$ cat src/rtl/ram_w_sched_pkg.sv
// Shared state encoding and default widths for the frame-level write scheduler.
package ram_w_sched_pkg;

    localparam int unsigned DefAddWidth    = 32;
    localparam int unsigned DefDataWidth   = 32;
    localparam int unsigned DefBurstsWidth = 16;
    localparam int unsigned DefLinesWidth  = 16;

    typedef enum logic [2:0] {
        StIdle,
        StStart,
        StRun,
        StNext,
        StFin
    } state_e;

endpackage

$ cat src/rtl/ram_w_sched.sv
// Frame scheduler: walks a frame descriptor line by line, issuing one start pulse per line
// to the burst write master and waiting for it to drain before moving on.
module ram_w_sched
    import ram_w_sched_pkg::*;
#(
    parameter int unsigned ADD_WIDTH    = DefAddWidth,
    parameter int unsigned DATA_WIDTH   = DefDataWidth,
    parameter int unsigned BURSTS_WIDTH = DefBurstsWidth,
    parameter int unsigned LINES_WIDTH  = DefLinesWidth
) (
    input  logic                    clk,
    input  logic                    rst_n,
    input  logic                    cfg_valid,
    output logic                    cfg_ready,
    input  logic [ADD_WIDTH-1:0]    cfg_base,
    input  logic [ADD_WIDTH-1:0]    cfg_stride,
    input  logic [BURSTS_WIDTH-1:0] cfg_line_bursts,
    input  logic [LINES_WIDTH-1:0]  cfg_lines,
    input  logic                    abort,
    output logic                    start_fifo_out,
    output logic [ADD_WIDTH-1:0]    address_fifo_out,
    output logic [DATA_WIDTH-1:0]   n_burst_fifo_out,
    input  logic                    bussy_fifo_out,
    input  logic                    full_fifo_out,
    output logic                    src_ready,
    output logic                    busy,
    output logic [LINES_WIDTH-1:0]  cur_line,
    output logic                    line_done,
    output logic                    frame_done,
    output logic                    aborted
);

    state_e                  state_q, state_d;
    logic [ADD_WIDTH-1:0]    addr_q, addr_d;
    logic [ADD_WIDTH-1:0]    stride_q, stride_d;
    logic [BURSTS_WIDTH-1:0] bursts_q, bursts_d;
    logic [LINES_WIDTH-1:0]  lines_q, lines_d;
    logic [LINES_WIDTH-1:0]  cur_line_q, cur_line_d;
    logic                    abort_q, abort_d;

    always_comb begin
        state_d    = state_q;
        addr_d     = addr_q;
        stride_d   = stride_q;
        bursts_d   = bursts_q;
        lines_d    = lines_q;
        cur_line_d = cur_line_q;
        // Abort only takes effect at a line boundary, so remember it until then.
        abort_d    = abort_q | (abort & (state_q != StIdle));
        unique case (state_q)
            StIdle: begin
                if (cfg_valid) begin
                    addr_d     = cfg_base;
                    stride_d   = cfg_stride;
                    bursts_d   = cfg_line_bursts;
                    lines_d    = cfg_lines;
                    cur_line_d = '0;
                    abort_d    = 1'b0;
                    if ((cfg_lines == '0) || (cfg_line_bursts == '0)) begin
                        state_d = StFin;
                    end else begin
                        state_d = StStart;
                    end
                end
            end
            StStart: state_d = StRun;
            StRun: begin
                if (!bussy_fifo_out) begin
                    state_d = StNext;
                end
            end
            StNext: begin
                if (abort_q) begin
                    abort_d = 1'b0;
                    state_d = StIdle;
                end else if (cur_line_q == (lines_q - LINES_WIDTH'(1))) begin
                    state_d = StFin;
                end else begin
                    cur_line_d = cur_line_q + LINES_WIDTH'(1);
                    addr_d     = addr_q + stride_q;
                    state_d    = StStart;
                end
            end
            StFin:   state_d = StIdle;
            default: state_d = StIdle;
        endcase
    end

    always_ff @(posedge clk or negedge rst_n) begin
        if (!rst_n) begin
            state_q    <= StIdle;
            addr_q     <= '0;
            stride_q   <= '0;
            bursts_q   <= '0;
            lines_q    <= '0;
            cur_line_q <= '0;
            abort_q    <= 1'b0;
        end else begin
            state_q    <= state_d;
            addr_q     <= addr_d;
            stride_q   <= stride_d;
            bursts_q   <= bursts_d;
            lines_q    <= lines_d;
            cur_line_q <= cur_line_d;
            abort_q    <= abort_d;
        end
    end

    // NEXT is entered only from RUN when the master drains, so it marks a finished line.
    assign cfg_ready        = (state_q == StIdle);
    assign busy             = (state_q != StIdle);
    assign start_fifo_out   = (state_q == StStart);
    assign address_fifo_out = addr_q;
    assign n_burst_fifo_out = DATA_WIDTH'(bursts_q);
    assign cur_line         = cur_line_q;
    assign line_done        = (state_q == StNext);
    assign aborted          = (state_q == StNext) & abort_q;
    assign frame_done       = (state_q == StFin);
    assign src_ready        = (state_q == StRun) & ~full_fifo_out;

endmodule

$ cat config.mk
export PLATFORM = sky130hd
export DESIGN_NAME = ram_w_sched
export DESIGN_NICKNAME = d
export VERILOG_FILES = /design/src/rtl/ram_w_sched_pkg.sv /design/src/rtl/ram_w_sched.sv
export SDC_FILE = /design/constraint.sdc
export NUM_CORES = 1
export LEC_CHECK = 0
export ABC_CLOCK_PERIOD_IN_PS = 5100
export CORE_MARGIN = 10
export CORE_UTILIZATION = 50
export DETAILED_ROUTE_END_ITERATION = 6
export GPL_ROUTABILITY_DRIVEN = 0
export HOLD_SLACK_MARGIN = 0.03
export PLACE_DENSITY = 0.82
export SLEW_MARGIN = 20
export SYNTH_ARGS = -nofsm -noshare
export SYNTH_HDL_FRONTEND = slang
export SYNTH_SLANG_ARGS = --single-unit
$ cat constraint.sdc
create_clock -name clk -period 5.1 [get_ports clk]
set_input_delay 1.02 -clock clk [delete_from_list [all_inputs] [get_ports clk]]
set_output_delay 1.02 -clock clk [all_outputs]
set_load 0.05 [all_outputs]
==> key figures, run 1 <==
Run status
  – Status: complete, no violations

Pwr
  – Worst vdd ir: 0.451 mV
  – Leakage power: 4.01 nW
  – Power, Total: 0.00730 W
  – Power Density: 764 nW/um^2

STA
  – Period utilisation layout: 76.2%
  – Final min period: 3.89 ns
  – Slew @ Worst Pin: 0.897 ns
  – Final Hold Viols: 0
  – RSZ-0062 raised after global routing: false
  – Worst rel slew slack: 40.2%
  – Slew Viols, Final: 0
  – Fin Hold WS: 0.503 ns
  – Sum Neg Setup Slack: 0 ns
  – Clk_skew: 0.00695 ns
  – Final setup fails: 0
  – Max Fclk: 257 MHz

Worst setup path
  – Crit Path Max Fanout: 25
  – Crit path largest cell delay: 0.56 ns
  – Setup crit end kind: flip-flop
  – Data required, critical path: 5.41 ns
  – Slowest CP cell: or4_1
  – Critical path arrival: 4.19 ns
  – Cells on worst reg2reg path: 11
  – Crit Path Category: flip-flop to flip-flop
  – Critical Path, Cell by Cell: inv_1, ha_1, or3b_2, o32ai_1, o41ai_1, or4_1, a2111oi_4, nand2_2, a21oi_4, buf_4, mux2_2
  – Crit path launch type: flip-flop

Yosys
  – Post-synth ARST share: 100%
  – Synthesized cell area: 7230 sq um
  – Top-area cell type share of the netlist area: 40.2%
  – Most used DFF post-synth: dfrtp_1
  – Post-synth EDFFs: 0
  – Yosys warnings: 0
  – Synth Instances: 754
  – Number of library cell types mapped by synthesis: 64
  – Sequential element share of the synthesized area: 40.2%
  – #FFs+latches synth: 116
  – Syn_area_per_cell: 9.59 sq um
  – Main area contributors after synthesis: dfrtp_1 (40%), mux2_2 (9.7%), ha_1 (5.7%)
  – Area leader, netlist: dfrtp_1

Clock tree
  – Clock root buffer: clkbuf_16
  – Resized Gates After CTS: 0
  – Clock transition at path regs: 0.05 ns
  – Max H-tree Level: 4
  – TritonCTS clock tree: done
  – CTS Buffer Depth: 2
  – Hold_buf cts: 0
  – Worst skew pair latency: 0.42 ns
  – CTS Buf Count: 17
  – CTS Sinks: 116
  – Post-CTS setup buffers: 0

Route
  – Drc violations: 0
  – DRT Wirelength: 20.2 mm
  – Via count: 6207
  – Routed Antenna Nets: 0
  – DRT Pass-1 Iters: 7
  – Routed len/inst: 18.3 microns
  – Vias/cell: 5.62
  – DR iter-0 viols: 371

Layout
  – Fill cells: 1102
  – Layout cell share with drive strength beyond 1: 11.8%
  – Post-layout util: 68.0%
  – Area grow syn2layout: 32.2%
  – Final #Nets: 1049
  – Final instance area: 9550 sq um

Die
  – Starting Density: 51.5%
  – Die H: 140 microns
  – Chip width: 140 microns
  – Number of top-level pins: 189
  – Rows: 43
  – Die ar.: 19700 sq um
  – Core area: 14000 sq um

Run
  – Max-Cap Viols: 0

Global route
  – Largest net degree at the start of global routing: 71
  – Global route total overflow: 0
  – Vias in the first global route: 6385
  – Gr usage total: 20.3%
  – First-pass GRT wire length: 32.9 mm
  – Initial antenna violation count: 1

Hold path
  – Min-Delay Path Class: flip-flop to flip-flop
  – Min-Delay Path Depth: 1

Place
  – Post-DP HPWL: 15.0 mm
  – Port buffer count: 172
  – Placed cell area: 8980 sq um
## flip-flops by register name (all words and copies together) (netlist names)
register / count
abort_q: 1
lines_q: 16
cur_line: 16
bursts_q: 16
stride_q: 32
state_q: 3
address_fifo_out: 32
## power by group
group | internal, W | leakage [nW] | switching, W
clock network | 0.000748 | 0.287 | 0.000401
logic | 0.00179 | 2.30 | 0.00264
registers | 0.00134 | 1.42 | 0.000388
total | 0.00387 | 4.01 | 0.00343
## per-layer routing
layer	share of wire, %	global-route usage [%]
met5	0	0
met4	1.8	6.58
met3	6.9	5.88
met2	50	33.9
met1	42	24.6
## through the flow
| stage | setup slack (ns) | instances |
|---|---|---|
| floorplan | 1.42 | 769 |
| global placement | 1.32 | 1074 |
| detailed placement | 1.26 | 1074 |
| CTS | 1.22 | 1103 |
| global route | 0.944 | 1103 |
| finish | 1.21 | 1104 |
## cell usage after synthesis, drive strengths merged (8+ instances only)
library cell and n:
nor2 53, xnor2 37, o21ai 58, nand3 8
mux2 65, nand2 64, a21o 15, nand4 11
dfrtp 116, a21oi 58, buf 26, nor4 12
xor2 20, clkbuf 28, nor3 17, inv 22
nor2b 9, ha 33
## area by class of cell
| type | instances | area (sq um) | area share, % |
|---|---|---|---|
| Timing Repair Buffer | 179 | 1770 | 18.5 |
| Inverter | 22 | 82.6 | 0.864 |
| Multi-Input combinational cell | 577 | 4000 | 41.8 |
| Clock inverter | 4 | 45.0 | 0.472 |
| Sequential cell | 116 | 2900 | 30.4 |
| Tap cell | 180 | 225 | 2.36 |
| Clock buffer | 25 | 526 | 5.50 |
| Antenna cell | 1 | 2.50 | 0.0262 |
## placed cells by master (no fill, tap or decap), types with 7 or more instances in the layout
cell	Yosys	routed
clkdlybuf4s50_1	0	171
dfrtp_1	116	116
nand2_1	63	63
mux2_2	62	62
a21oi_1	57	57
nor2_1	53	53
o21ai_0	43	43
xnor2_1	37	37
ha_1	33	33
inv_1	22	22
xor2_1	20	20
clkbuf_16	0	17
nor3_1	16	16
conb_1	1	16
o21ai_1	15	15
a21o_1	15	15
nor4_1	12	12
nand4_1	11	11
nor2b_1	9	9
nand3_1	8	8
buf_4	20	8
a211oi_1	7	7
o21bai_1	7	7
mux2i_1	7	7
clkbuf_8	0	7
## logic make-up after synthesis
logic type | Yosys count | synth area share (%)
adders and majority gates | 34 | 5.99
AOI/OAI and AO/OA | 184 | 15.9
muxes | 72 | 11.1
DFF | 116 | 40.2
buffers and inverters | 76 | 5.33
and+or+nand+nor | 214 | 14.6
other | 1 | 0.0519
xor gates and xnor gates | 57 | 6.91
## worst max-delay path, delay by kind of cell, from the launching register on
kind                       cells  cell delay [ns]
adders and majority gates      1             0.18
AOI/OAI and AO/OA              4             1.15
and+or+nand+nor                3             1.23
DFF                            1             0.42
buffers and inverters          2             0.44
muxes                          1             0.36
## final timing paths
path | start | to | slack, ns
max in group asynchronous | rst_n | bursts_q[7] | 3.69
worst max register to register | lines_q[0] | address_fifo_out[24] | 1.21
worst min-delay path | bursts_q[10] | bursts_q[10] | 0.50
worst max-delay path | lines_q[0] | address_fifo_out[24] | 1.21
worst min register to register | bursts_q[10] | bursts_q[10] | 0.50
min in group asynchronous | rst_n | stride_q[5] | 0.69
No activity file was read; power rests on OpenSTA's default activity.
==> inputs of run 2 (changes only) <==
Settings changed: ABC_CLOCK_PERIOD_IN_PS 5100 to 3800.
Clock period 5.1 ns to 3.8 ns, I/O delays scaled along.
==> run 2 against run 1 <==
Compared with the run above:
- clock power grew 32%
- setup slack lost 0.94 ns
- fmax grew 10%
- critical path type unchanged
- worst hold slack lost 0.049 ns
- first-iteration DRC count grew 14%
- total power grew 35%
- clock skew is essentially flat
- final area grew 0.64%
- non-clock buffer count grew 4
- die area is the same
- global-route usage shrank 0.51 points
- final cell count grew 0.36%
==> key figures, run 2 (synthesis results as in run 1) <==
Run status
  – Status: complete, no violations (unchanged)

Global route
  – Vias in the first global route: 6165 (was 6385)
  – Largest net degree at the start of global routing: 65 (was 71)
  – First-pass GRT wire length: 32.2 mm (was 32.9 mm)
  – Gr usage total: 19.8% (was 20.3%)
  – Global route total overflow: 0 (unchanged)
  – Initial antenna violation count: 1 (unchanged)

Worst setup path
  – Crit path launch type: flip-flop (unchanged)
  – Setup crit end kind: flip-flop (unchanged)
  – Data required, critical path: 4.10 ns (was 5.41 ns)
  – Cells on worst reg2reg path: 11 (unchanged)
  – Crit Path Category: flip-flop to flip-flop (unchanged)
  – Crit Path Max Fanout: 15 (was 25)
  – Reg2Reg Launch Point: lines_q[0] (unchanged)
  – Critical path arrival: 3.82 ns (was 4.19 ns)
  – CP Launch Point: lines_q[0] (unchanged)

Hold path
  – Min-Delay Path Class: input pin to async pin (was flip-flop to flip-flop)

Place
  – Inst Count DP: 1076 (was 1074)
  – Port buffer count: 172 (unchanged)
  – Post-DP HPWL: 15.1 mm (was 15.0 mm)

Route
  – Vias/cell: 5.61 (was 5.62)
  – DRT Wirelength: 20.0 mm (was 20.2 mm)
  – Routed Antenna Nets: 0 (unchanged)
  – Routed len/inst: 18.1 microns (was 18.3 microns)
  – DRT Pass-1 Iters: 5 (was 7)
  – Drc violations: 0 (unchanged)
  – Via count: 6213 (was 6207)
  – DR iter-0 viols: 422 (was 371)

STA
  – Final setup fails: 0 (unchanged)
  – Final Hold Viols: 0 (unchanged)
  – Final min period: 3.53 ns (was 3.89 ns)
  – Worst rel slew slack: 44.6% (was 40.2%)
  – Sum Neg Setup Slack: 0 ns (unchanged)
  – Clk_skew: 0.00711 ns (was 0.00695 ns)
  – Fin Hold WS: 0.454 ns (was 0.503 ns)
  – Period utilisation layout: 92.8% (was 76.2%)
  – RSZ-0062 raised after global routing: false (unchanged)
  – Max Fclk: 284 MHz (was 257 MHz)
  – Slew @ Worst Pin: 0.830 ns (was 0.897 ns)
  – Slew Viols, Final: 0 (unchanged)

Layout
  – Final Non-Filler Cells: 1108 (was 1104)
  – Number of inserted diodes: 0 (was 1)
  – Commonest non-fill, non-tap cell in the layout: clkdlybuf4s50_1 (unchanged)
  – Most frequent cells in the layout: clkdlybuf4s50_1 (170), dfrtp_1 (116), nand2_1 (63) (was clkdlybuf4s50_1 (171), dfrtp_1 (116), nand2_1 (63))
  – Area grow syn2layout: 33.0% (was 32.2%)
  – Final #Nets: 1053 (was 1049)
  – Layout cell share with drive strength beyond 1: 12.2% (was 11.8%)

Die
  – Die ar.: 19700 sq um (unchanged)
  – Chip width: 140 microns (unchanged)
  – Rows: 43 (unchanged)
  – Starting Density: 51.5% (unchanged)
  – Number of top-level pins: 189 (unchanged)
  – Core area: 14000 sq um (unchanged)
  – Die H: 140 microns (unchanged)

Clock tree
  – CTS Sinks: 116 (unchanged)
  – TritonCTS clock tree: done (unchanged)
  – CTS Buf Count: 17 (unchanged)
  – Post-CTS setup buffers: 0 (unchanged)
  – Worst skew pair latency: 0.41 ns (was 0.42 ns)
  – Clock root buffer: clkbuf_16 (unchanged)
  – Clock transition at path regs: 0.05 ns (about the same)
  – Resized Gates After CTS: 0 (unchanged)
  – Max H-tree Level: 4 (unchanged)
  – Hold_buf cts: 0 (unchanged)
  – CTS Buffer Depth: 2 (unchanged)

Pwr
  – Clk network pwr share: 15.5% (was 15.7%)
  – Leakage power: 4.05 nW (was 4.01 nW)
  – Internal power: 0.00525 W (was 0.00387 W)
  – Worst vdd ir: 0.578 mV (was 0.451 mV)
  – Net Sw Frac: 46.6% (was 46.9%)
  – Switching power: 0.00459 W (was 0.00343 W)
  – Power Density: 1020 nW/um^2 (was 764 nW/um^2)
  – Gate power share: 61.2% (was 60.6%)
  – Share of power burned in registers: 23.3% (was 23.6%)

Run
  – Max-Cap Viols: 0 (unchanged)
==> run 2: cell count changes in the layout (fill, tap and decap cells not counted) <==
cell             previous run  this run
clkdlybuf4s50_1           171       170
buf_12                      0         2
clkbuf_8                    7         6
diode_2                     1         0
clkbuf_1                    1         3
clkbuf_16                  17        18
buf_4                       8        10
==> run 2: critical path, cell delays in order (launching register included) <==
cell and delay (ns):
dfrtp_1 0.41, inv_1 0.09, ha_1 0.19, or3b_2 0.54, o32ai_1 0.27, o41ai_1 0.12, or4_1 0.57, a2111oi_4 0.28
nand2_2 0.14, a21oi_4 0.21, buf_4 0.24, mux2_2 0.35
==> run 2: area by class of cell <==
type,count,area (sq um)
fillers,1120,4430
multi-input cells,577,4000
flip-flops and latches,116,2900
repair buffers,183,1840
clock buffers,26,519
well taps,180,225
inverters,22,82.6
clock inverters,4,45.0
==> run 2: path summary, 6_finish.rpt <==
check	slack, ns	endpoint
max	0.27	address_fifo_out[24]
min	0.45	stride_q[6]
max reg2reg	0.27	address_fifo_out[24]
min reg2reg	0.50	bursts_q[5]
max in group asynchronous	2.56	bursts_q[3]
min in group clk	0.50	bursts_q[5]
==> run 2: power groups by stage <==
stage	logic (W)	registers, W	clock network [W]
after global routing	0.00656	0.00238	0.00160
after detailed placement	0.00592	0.00230	0
after global placement	0.00583	0.00228	0
after CTS	0.00597	0.00230	0.00155
final	0.00603	0.00230	0.00152
after floorplan	0.00363	0.00305	0
==> run 2: stage by stage <==
step           instance area [sq um]  setup WS (ns)  utilization [%]  total power, W
6_report                        9610          0.274             68.5         0.00985
5_1_grt                         9610         0.0498             68.5          0.0105
4_1_cts                         9580          0.197             68.2         0.00982
3_5_place_dp                    9020          0.215             64.2         0.00822
3_3_place_gp                    9020          0.381             64.2         0.00811
2_1_floorplan                   7280          0.562                -         0.00668
==> run 2: routing by layer <==
| layer | vias up | share of wire, % | track usage [%] | wire, microns |
|---|---|---|---|---|
| met1 | 2995 | 42 | 24.0 | 8370 |
| met2 | 198 | 50 | 32.8 | 9930 |
| met5 | - | 0 | 0 | 0 |
| met4 | 0 | 1.7 | 5.82 | 339 |
| met3 | 28 | 6.9 | 6.39 | 1390 |
| li1 | 2992 | - | - | - |
